**src/rtl/lsq_ptr_gen_mp_pkg.sv**
```systemverilog
// Shared LSQ sizing defaults and wrap-pointer arithmetic helpers.
// Helpers work on 32-bit containers; callers cast the result back to PTR_W+1 bits.
package lsq_pkg;

  localparam int LSQ_DEPTH    = 8;
  localparam int LSQ_WR_PORTS = 2;
  localparam int LSQ_RD_PORTS = 2;

  function automatic logic [31:0] ptr_mask(input int unsigned pw);
    return (32'd1 << (pw + 1)) - 32'd1;
  endfunction

  function automatic logic [31:0] ptr_add(input logic [31:0] a, input logic [31:0] b,
                                          input int unsigned pw);
    return (a + b) & ptr_mask(pw);
  endfunction

  function automatic logic [31:0] ptr_diff(input logic [31:0] a, input logic [31:0] b,
                                           input int unsigned pw);
    return (a - b) & ptr_mask(pw);
  endfunction

  // Half-open membership test p in [lo, hi) on the lapped pointer circle.
  function automatic logic ptr_in_range(input logic [31:0] p, input logic [31:0] lo,
                                        input logic [31:0] hi, input int unsigned pw);
    return ptr_diff(p, lo, pw) < ptr_diff(hi, lo, pw);
  endfunction

endpackage

```
**src/rtl/lsq_ptr_gen_mp_if.sv**
```systemverilog
// Allocation / release / flush handshake and status bundle for the LSQ pointer tracker.
interface lsq_ptr_gen_mp_if
  import lsq_pkg::*;
#(
  parameter int DEPTH    = LSQ_DEPTH,
  parameter int WR_PORTS = LSQ_WR_PORTS,
  parameter int RD_PORTS = LSQ_RD_PORTS
);
  localparam int PTR_W = $clog2(DEPTH);

  logic [WR_PORTS-1:0]            alloc_req;
  logic [WR_PORTS-1:0][PTR_W-1:0] alloc_ptr;
  logic                           alloc_ready;
  logic [RD_PORTS-1:0]            rel_valid;
  logic [RD_PORTS-1:0][PTR_W-1:0] rel_ptr;
  logic                           flush_valid;
  logic [PTR_W:0]                 flush_ptr;
  logic [DEPTH-1:0]               entry_valid;
  logic [PTR_W:0]                 bottom_ptr;
  logic [PTR_W:0]                 tail_ptr;
  logic [PTR_W:0]                 count;
  logic                           full;
  logic                           empty;

  modport master (
    output alloc_req, rel_valid, rel_ptr, flush_valid, flush_ptr,
    input  alloc_ptr, alloc_ready, entry_valid, bottom_ptr, tail_ptr, count, full, empty
  );

  modport slave (
    input  alloc_req, rel_valid, rel_ptr, flush_valid, flush_ptr,
    output alloc_ptr, alloc_ready, entry_valid, bottom_ptr, tail_ptr, count, full, empty
  );

endinterface

```
**src/rtl/lsq_ptr_gen_mp_head_scan.sv**
```systemverilog
// Finds the oldest still-valid entry in [head, tail) in a single cycle.
// Rotating by head turns the circular search into a plain lowest-bit find-first-set.
module lsq_head_scan
  import lsq_pkg::*;
#(
  parameter  int DEPTH = LSQ_DEPTH,
  localparam int PTR_W = $clog2(DEPTH)
) (
  input  logic [DEPTH-1:0] valid,
  input  logic [PTR_W:0]   head,
  input  logic [PTR_W:0]   tail,
  output logic [PTR_W:0]   head_nxt
);

  logic [PTR_W:0]   span;
  logic [DEPTH-1:0] rot;
  logic [DEPTH-1:0] live;
  logic [PTR_W-1:0] first;
  logic             found;

  always_comb begin
    span  = tail - head;
    rot   = '0;
    live  = '0;
    first = '0;
    found = 1'b0;
    for (int i = 0; i < DEPTH; i++) begin
      rot[i]  = valid[PTR_W'(head[PTR_W-1:0] + PTR_W'(i))];
      live[i] = rot[i] && ((PTR_W+1)'(i) < span);
    end
    for (int i = DEPTH - 1; i >= 0; i--) begin
      if (live[i]) begin
        first = PTR_W'(i);
        found = 1'b1;
      end
    end
    // Nothing live means everything up to the tail has drained.
    if (found) head_nxt = (PTR_W+1)'(ptr_add(32'(head), 32'(first), PTR_W));
    else       head_nxt = tail;
  end

endmodule

```
**src/rtl/lsq_ptr_gen_mp.sv**
```systemverilog
// Multi-port LSQ pointer/occupancy tracker: in-order tail allocation, out-of-order
// release with one-cycle head skip over freed entries, and tail rollback on flush.
module lsq_ptr_gen_mp
  import lsq_pkg::*;
#(
  parameter int DEPTH    = LSQ_DEPTH,
  parameter int WR_PORTS = LSQ_WR_PORTS,
  parameter int RD_PORTS = LSQ_RD_PORTS
) (
  input logic             clk,
  input logic             rst,
  lsq_ptr_gen_mp_if.slave bus
);

  localparam int             PTR_W   = $clog2(DEPTH);
  localparam logic [PTR_W:0] DEPTH_P = (PTR_W+1)'(DEPTH);
  localparam logic [PTR_W:0] WR_P    = (PTR_W+1)'(WR_PORTS);

  logic [DEPTH-1:0]    valid_q, valid_rel, valid_nxt, flush_mask, alloc_mask;
  logic [PTR_W:0]      head_q, tail_q, tail_mid, tail_nxt, head_nxt;
  logic [PTR_W:0]      count, n_alloc;
  logic                ready;
  logic                flush_legal;
  logic [RD_PORTS-1:0] rel_legal;

  assign count           = tail_q - head_q;
  assign ready           = (DEPTH_P - count) >= WR_P;
  assign bus.alloc_ready = ready;
  assign bus.entry_valid = valid_q;
  assign bus.bottom_ptr  = head_q;
  assign bus.tail_ptr    = tail_q;
  assign bus.count       = count;
  assign bus.full        = (count == DEPTH_P);
  assign bus.empty       = (count == '0);

  // Requesting ports are packed onto consecutive slots in port order.
  always_comb begin
    bus.alloc_ptr = '0;
    n_alloc       = '0;
    for (int i = 0; i < WR_PORTS; i++) begin
      bus.alloc_ptr[i] = tail_q[PTR_W-1:0] + n_alloc[PTR_W-1:0];
      if (bus.alloc_req[i]) n_alloc = n_alloc + 1'b1;
    end
  end

  always_comb begin
    valid_rel = valid_q;
    for (int j = 0; j < RD_PORTS; j++) begin
      if (bus.rel_valid[j]) valid_rel[bus.rel_ptr[j]] = 1'b0;
    end
    flush_mask = '0;
    tail_mid   = tail_q;
    if (bus.flush_valid) begin
      for (int i = 0; i < DEPTH; i++) begin
        if ({1'b0, PTR_W'(i) - bus.flush_ptr[PTR_W-1:0]} < (tail_q - bus.flush_ptr))
          flush_mask[i] = 1'b1;
      end
      tail_mid = bus.flush_ptr;
    end
    valid_rel = valid_rel & ~flush_mask;

    // New slots sit at or beyond the old tail, so the head scan never sees them.
    alloc_mask = '0;
    tail_nxt   = tail_mid;
    if (!bus.flush_valid && ready) begin
      for (int k = 0; k < WR_PORTS; k++) begin
        if ((PTR_W+1)'(k) < n_alloc)
          alloc_mask[PTR_W'(tail_q[PTR_W-1:0] + PTR_W'(k))] = 1'b1;
      end
      tail_nxt = (PTR_W+1)'(ptr_add(32'(tail_q), 32'(n_alloc), PTR_W));
    end
    valid_nxt = valid_rel | alloc_mask;
  end

  lsq_head_scan #(.DEPTH(DEPTH)) u_head_scan (
    .valid    (valid_rel),
    .head     (head_q),
    .tail     (tail_mid),
    .head_nxt (head_nxt)
  );

  always_ff @(posedge clk) begin
    if (rst) begin
      valid_q <= '0;
      head_q  <= '0;
      tail_q  <= '0;
    end else begin
      valid_q <= valid_nxt;
      head_q  <= head_nxt;
      tail_q  <= tail_nxt;
    end
  end

  // A released index is rebuilt into a wrap-pointer relative to the head's lap.
  always_comb begin
    flush_legal = ptr_in_range(32'(bus.flush_ptr), 32'(head_q),
                               ptr_add(32'(tail_q), 32'd1, PTR_W), PTR_W);
    rel_legal = '0;
    for (int j = 0; j < RD_PORTS; j++) begin
      rel_legal[j] = !bus.rel_valid[j] ||
        ptr_in_range(32'({head_q[PTR_W] ^ (bus.rel_ptr[j] < head_q[PTR_W-1:0]), bus.rel_ptr[j]}),
                     32'(head_q), 32'(tail_q), PTR_W);
    end
  end

  a_flush_range: assert property (@(posedge clk) disable iff (rst) bus.flush_valid |-> flush_legal);
  a_rel_range:   assert property (@(posedge clk) disable iff (rst) &rel_legal);
  a_alloc_ready: assert property (@(posedge clk) disable iff (rst) |bus.alloc_req |-> ready);

endmodule

```
**src/flat_wrapper.sv**
```systemverilog
// flat-port wrapper written by rule: the top's interface ports become plain ports
module lsq_ptr_gen_mp_flat import lsq_pkg::*;
#(
  parameter int DEPTH    = LSQ_DEPTH,
  parameter int WR_PORTS = LSQ_WR_PORTS,
  parameter int RD_PORTS = LSQ_RD_PORTS
)
  (clk, rst, bus_alloc_req, bus_rel_valid, bus_rel_ptr, bus_flush_valid, bus_flush_ptr, bus_alloc_ptr, bus_alloc_ready, bus_entry_valid, bus_bottom_ptr, bus_tail_ptr, bus_count, bus_full, bus_empty);
  lsq_ptr_gen_mp_if #(.DEPTH(DEPTH), .WR_PORTS(WR_PORTS), .RD_PORTS(RD_PORTS)) bus_i ();
  input logic clk;
  input logic rst;
  input wire logic [$bits(bus_i.alloc_req)-1:0] bus_alloc_req;
  input wire logic [$bits(bus_i.rel_valid)-1:0] bus_rel_valid;
  input wire logic [$bits(bus_i.rel_ptr)-1:0] bus_rel_ptr;
  input wire logic [$bits(bus_i.flush_valid)-1:0] bus_flush_valid;
  input wire logic [$bits(bus_i.flush_ptr)-1:0] bus_flush_ptr;
  output wire logic [$bits(bus_i.alloc_ptr)-1:0] bus_alloc_ptr;
  output wire logic [$bits(bus_i.alloc_ready)-1:0] bus_alloc_ready;
  output wire logic [$bits(bus_i.entry_valid)-1:0] bus_entry_valid;
  output wire logic [$bits(bus_i.bottom_ptr)-1:0] bus_bottom_ptr;
  output wire logic [$bits(bus_i.tail_ptr)-1:0] bus_tail_ptr;
  output wire logic [$bits(bus_i.count)-1:0] bus_count;
  output wire logic [$bits(bus_i.full)-1:0] bus_full;
  output wire logic [$bits(bus_i.empty)-1:0] bus_empty;
  assign bus_i.alloc_req = bus_alloc_req;
  assign bus_i.rel_valid = bus_rel_valid;
  assign bus_i.rel_ptr = bus_rel_ptr;
  assign bus_i.flush_valid = bus_flush_valid;
  assign bus_i.flush_ptr = bus_flush_ptr;
  assign bus_alloc_ptr = bus_i.alloc_ptr;
  assign bus_alloc_ready = bus_i.alloc_ready;
  assign bus_entry_valid = bus_i.entry_valid;
  assign bus_bottom_ptr = bus_i.bottom_ptr;
  assign bus_tail_ptr = bus_i.tail_ptr;
  assign bus_count = bus_i.count;
  assign bus_full = bus_i.full;
  assign bus_empty = bus_i.empty;
  lsq_ptr_gen_mp #(.DEPTH(DEPTH), .WR_PORTS(WR_PORTS), .RD_PORTS(RD_PORTS)) u_core (.clk(clk), .rst(rst), .bus(bus_i));
endmodule
```
**config.mk**
```make
export PLATFORM = sky130hd
export DESIGN_NAME = lsq_ptr_gen_mp_flat
export DESIGN_NICKNAME = d
export VERILOG_FILES = /design/src/rtl/lsq_ptr_gen_mp_pkg.sv /design/src/rtl/lsq_ptr_gen_mp_if.sv /design/src/rtl/lsq_ptr_gen_mp_head_scan.sv /design/src/rtl/lsq_ptr_gen_mp.sv /design/src/flat_wrapper.sv
export SDC_FILE = /design/constraint.sdc
export NUM_CORES = 1
export LEC_CHECK = 0
export CAP_MARGIN = 20
export CORE_MARGIN = 2
export CORE_UTILIZATION = 50
export CTS_BUF_LIST = sky130_fd_sc_hd__clkbuf_4
export CTS_CLUSTER_SIZE = 30
export DETAILED_ROUTE_END_ITERATION = 12
export GPL_ROUTABILITY_DRIVEN = 0
export MAX_ROUTING_LAYER = met4
export PLACE_DENSITY = 0.75
export SETUP_SLACK_MARGIN = 0.4
export SLEW_MARGIN = 20
export SYNTH_ARGS = -nofsm -noshare
export SYNTH_HDL_FRONTEND = slang
export SYNTH_SLANG_ARGS = --single-unit
```
**constraint.sdc**
```tcl
create_clock -name clk -period 6.4 [get_ports clk]
set_clock_uncertainty 0.15 [all_clocks]
set_input_delay 1.6 -clock clk [delete_from_list [all_inputs] [get_ports clk]]
set_output_delay 1.6 -clock clk [all_outputs]
set_load 0.02 [all_outputs]
```
==> results of run 1 <==
-- cells in the mapped netlist (4+ instances only) --
| master | instances |
|---|---|
| a2111o_1 | 4 |
| a211oi_1 | 7 |
| a21o_1 | 7 |
| a21oi_1 | 22 |
| a31oi_1 | 4 |
| buf_2 | 4 |
| clkbuf_1 | 8 |
| dfxtp_1 | 16 |
| fa_1 | 5 |
| ha_1 | 29 |
| inv_1 | 28 |
| nand2_1 | 36 |
| nand2b_1 | 6 |
| nand3_1 | 12 |
| nand4_1 | 7 |
| nor2_1 | 30 |
| nor2b_1 | 5 |
| nor3_1 | 7 |
| o2111ai_1 | 4 |
| o211ai_1 | 6 |
| o21ai_0 | 7 |
| o311a_1 | 5 |
| o31ai_1 | 5 |
| o32ai_1 | 7 |
| or2_2 | 5 |
| or3_1 | 4 |
| xnor2_1 | 12 |
| xor2_1 | 13 |
-- state kept, by name, indices dropped and copies added (netlist names) --
signal                  flops
u_core.bus.entry_valid      8
u_core.bus.bottom_ptr       4
u_core.bus.tail_ptr         4
-- through the flow --
step                      cells  area (µm²)
after CTS                   488        3440
after global placement      485        3400
final                       493        3550
after global routing        493        3550
after floorplan             375        2870
after detailed placement    485        3400
-- critical path, cell delays in order --
cell	delay [ns]
dlymetal6s2s_1	0.10
nor2b_4	0.21
inv_4	0.06
fa_1	0.53
inv_2	0.07
ha_1	0.29
inv_1	0.06
o211ai_1	0.27
nand3_1	0.18
or4_1	0.54
o311a_1	0.13
a311o_1	0.38
o21ai_1	0.13
nand2_1	0.09
a211oi_2	0.26
ha_2	0.22
inv_1	0.05
fa_2	0.51
o21ai_1	0.06
o311a_1	0.12
-- power breakdown --
| part | internal, mW | leakage [nW] | switching, mW |
|---|---|---|---|
| Clock | 0.0221 | 0.0138 | 0.0373 |
| Sequential | 0.126 | 0.131 | 0.0758 |
| Combinational | 0.666 | 1.26 | 0.878 |
-- cell type report --
type	count	area share [%]
Tap cell	72	2.53
Sequential cell	16	9.01
Inverter	30	3.24
Timing Repair Buffer	60	16.0
Clock buffer	3	0.634
Multi-Input combinational cell	312	68.6
-- layer usage --
layer	wire length [µm]	share of wire, %
met2	4170	46
met1	3890	43
met4	291	3.2
met5	0	0
met3	641	7.1
-- what timing repair did --
action | 4_1_cts | 5_1_grt
gates resized for setup | 2 | 18
pin swaps | 0 | 9
setup buffers | 0 | 5
setup endpoints to repair | 3 | 3
-- logic make-up after synthesis --
group,after synthesis
AOI/OAI and AO/OA,116
xor gates and xnor gates,26
adders and majority gates,34
buffers and inverters,47
DFF,16
muxes,7
and+or+nand+nor,129
-- path summary, 6_finish.rpt --
check                                start                        to  slack [ns]  depth (start not counted)
setup / recovery          bus_flush_ptr[0]  u_core.bus.bottom_ptr[1]        0.59                         20
hold / removal    u_core.bus.bottom_ptr[3]  u_core.bus.bottom_ptr[3]        0.57                          3
setup reg to reg    u_core.bus.tail_ptr[0]  u_core.bus.bottom_ptr[1]        1.42                         19
hold reg to reg   u_core.bus.bottom_ptr[3]  u_core.bus.bottom_ptr[3]        0.57                          3
==> results.tsv, run 1 <==
stage	metric	value	unit
detailed_routing	vias	3240	
power_and_ir_drop	power	1.80	mW
timing	whs	0.569	ns
synth	ys_seq_area_share	11.1	%
worst_setup_path	startpoint_type	primary input	
synth	synthTopCellsByArea	ha_1 13%, dfxtp_1 11%, nand2_1 4.7%, xor2_1 4.0%, nor2_1 3.9%	
placement	port_buffers	45	
detailed_routing	vias_per_cell	6.57	
detailed_routing	routed_wirelength	8.99	mm
synth	synthMuxAreaShare	3.79	%
timing	worst_pin_slew	0.747	ns
synth	synth_ff_type	dfxtp_1	
die	die_h	79.8	µm
synth	synth_area	2870	µm²
timing	hold_viol	0	
grt	first_global_vias	2993	
grt	use_met1	35.5	%
placement	dp_hpwl	6.77	mm
clocking	cts_tree	done	
timing	setup_ws	0.591	ns
die	die_area	6370	µm²
grt	grt_overflow_total	0	
finish	layout_commonest_cell	clkdlybuf4s50_1	
clocking	clk_latency	0.31	ns
finish	multi_input_area	2440	µm²
grt	grt_pass1_wl	14.2	mm
finish	regArea	320	µm²
die	initial_utilization	51.9	%
detailed_routing	drt_first_iter_violations	334	
synth	ys_types	69	
timing	fin_tns_setup	0	ns
finish	final_cell_mix	43 x clkdlybuf4s50_1, 36 x nand2_1, 30 x nor2_1	
placement	place_ws	-0.0518	ns
power_and_ir_drop	power_density	508	nW/µm²
detailed_routing	drc	0	
job	drv_cap	0	
synth	synth-simple-area-share	22.9	%
synth	postSynth.asyncResetShare	0	%
timing	finalSetupViolations	0	
worst_setup_path	critPathMaxFanout	4	
finish	drive_gt1_share	12.4	%
die	rows	27	
detailed_routing	dr.pass1.iters	5	
grt	grtUsageMet3	3.96	%
power_and_ir_drop	ir_worst_vdd	0.557	mV
timing	period_share	90.8	%
detailed_routing	drtAntennaViolNets	0	
detailed_routing	avgRoutedWirePerCell	18.2	µm
synth	synth-edff-count	0	
synth	syn_area_per_cell	7.66	µm²
status	status	finished clean	
clocking	cts_hold_buf	0	
timing	fmax	0.172	GHz
timing	max_slew_margin	50.1	%
timing	slew_viol_final	0	
clocking	cts_root_buf	clkbuf_4	
synth	yosysTopAreaCell	ha_1	
synth	synth_top_family_by_area	compound AO/OA/AOI/OAI gates	
synth	yosysTopAreaCellShare	12.6	%
clocking	clkSlewWorstSetupHoldPaths	0.10	ns
finish	area_growth	23.7	%
timing	rsz0062_at_grt	no	
finish	insertedDiodeCount	0	
worst_setup_path	endpoint_kind	flip-flop	
grt	busiest_layer	met2	
worst_setup_path	path_class	primary input to flip-flop	
synth	ys_warn_count	0	
finish	fillers	509	
worst_setup_path	crit_arrival	5.87	ns
synth	synthAdderAreaFrac	16.1	%
grt	antenna_found_initial	0	
finish	fin_util	64.2	%
clocking	cts_sinks	16	
clocking	clk_path_buf_depth	2	
die	ios	46	
die	die_w	79.8	µm
finish	num-nets-final	474	
worst_setup_path	required	6.46	ns
grt	grt_start_max_net_pins	19	
synth	synth-xor-area-share	8.40	%
grt	grt_use_total	28.9	%
die	core	5540	µm²
grt	grt_util_met2	49.5	%
synth	synth-compound-area-share	30.7	%
clocking	cts_inserted_buffers	3	
synth	syn_nets	426	
synth	synth_seq_cells	16	
clocking	h-tree-depth	1	
power_and_ir_drop	leakagePower	1.41	nW
timing	period_needed	5.81	ns
worst_hold_path	hp-class	flip-flop to flip-flop	
synth	syn_inst	375	
(Power assumes the default switching activity.)
==> run 2: changes to the inputs <==
--- a/config.mk
+++ b/config.mk
@@ -5,7 +5,6 @@
 export SDC_FILE = /design/constraint.sdc
 export NUM_CORES = 1
 export LEC_CHECK = 0
-export CAP_MARGIN = 20
 export CORE_MARGIN = 2
 export CORE_UTILIZATION = 50
 export CTS_BUF_LIST = sky130_fd_sc_hd__clkbuf_4
==> results of run 2 <==
No change in the layout: final DEF, timing and power equal those of run 1.
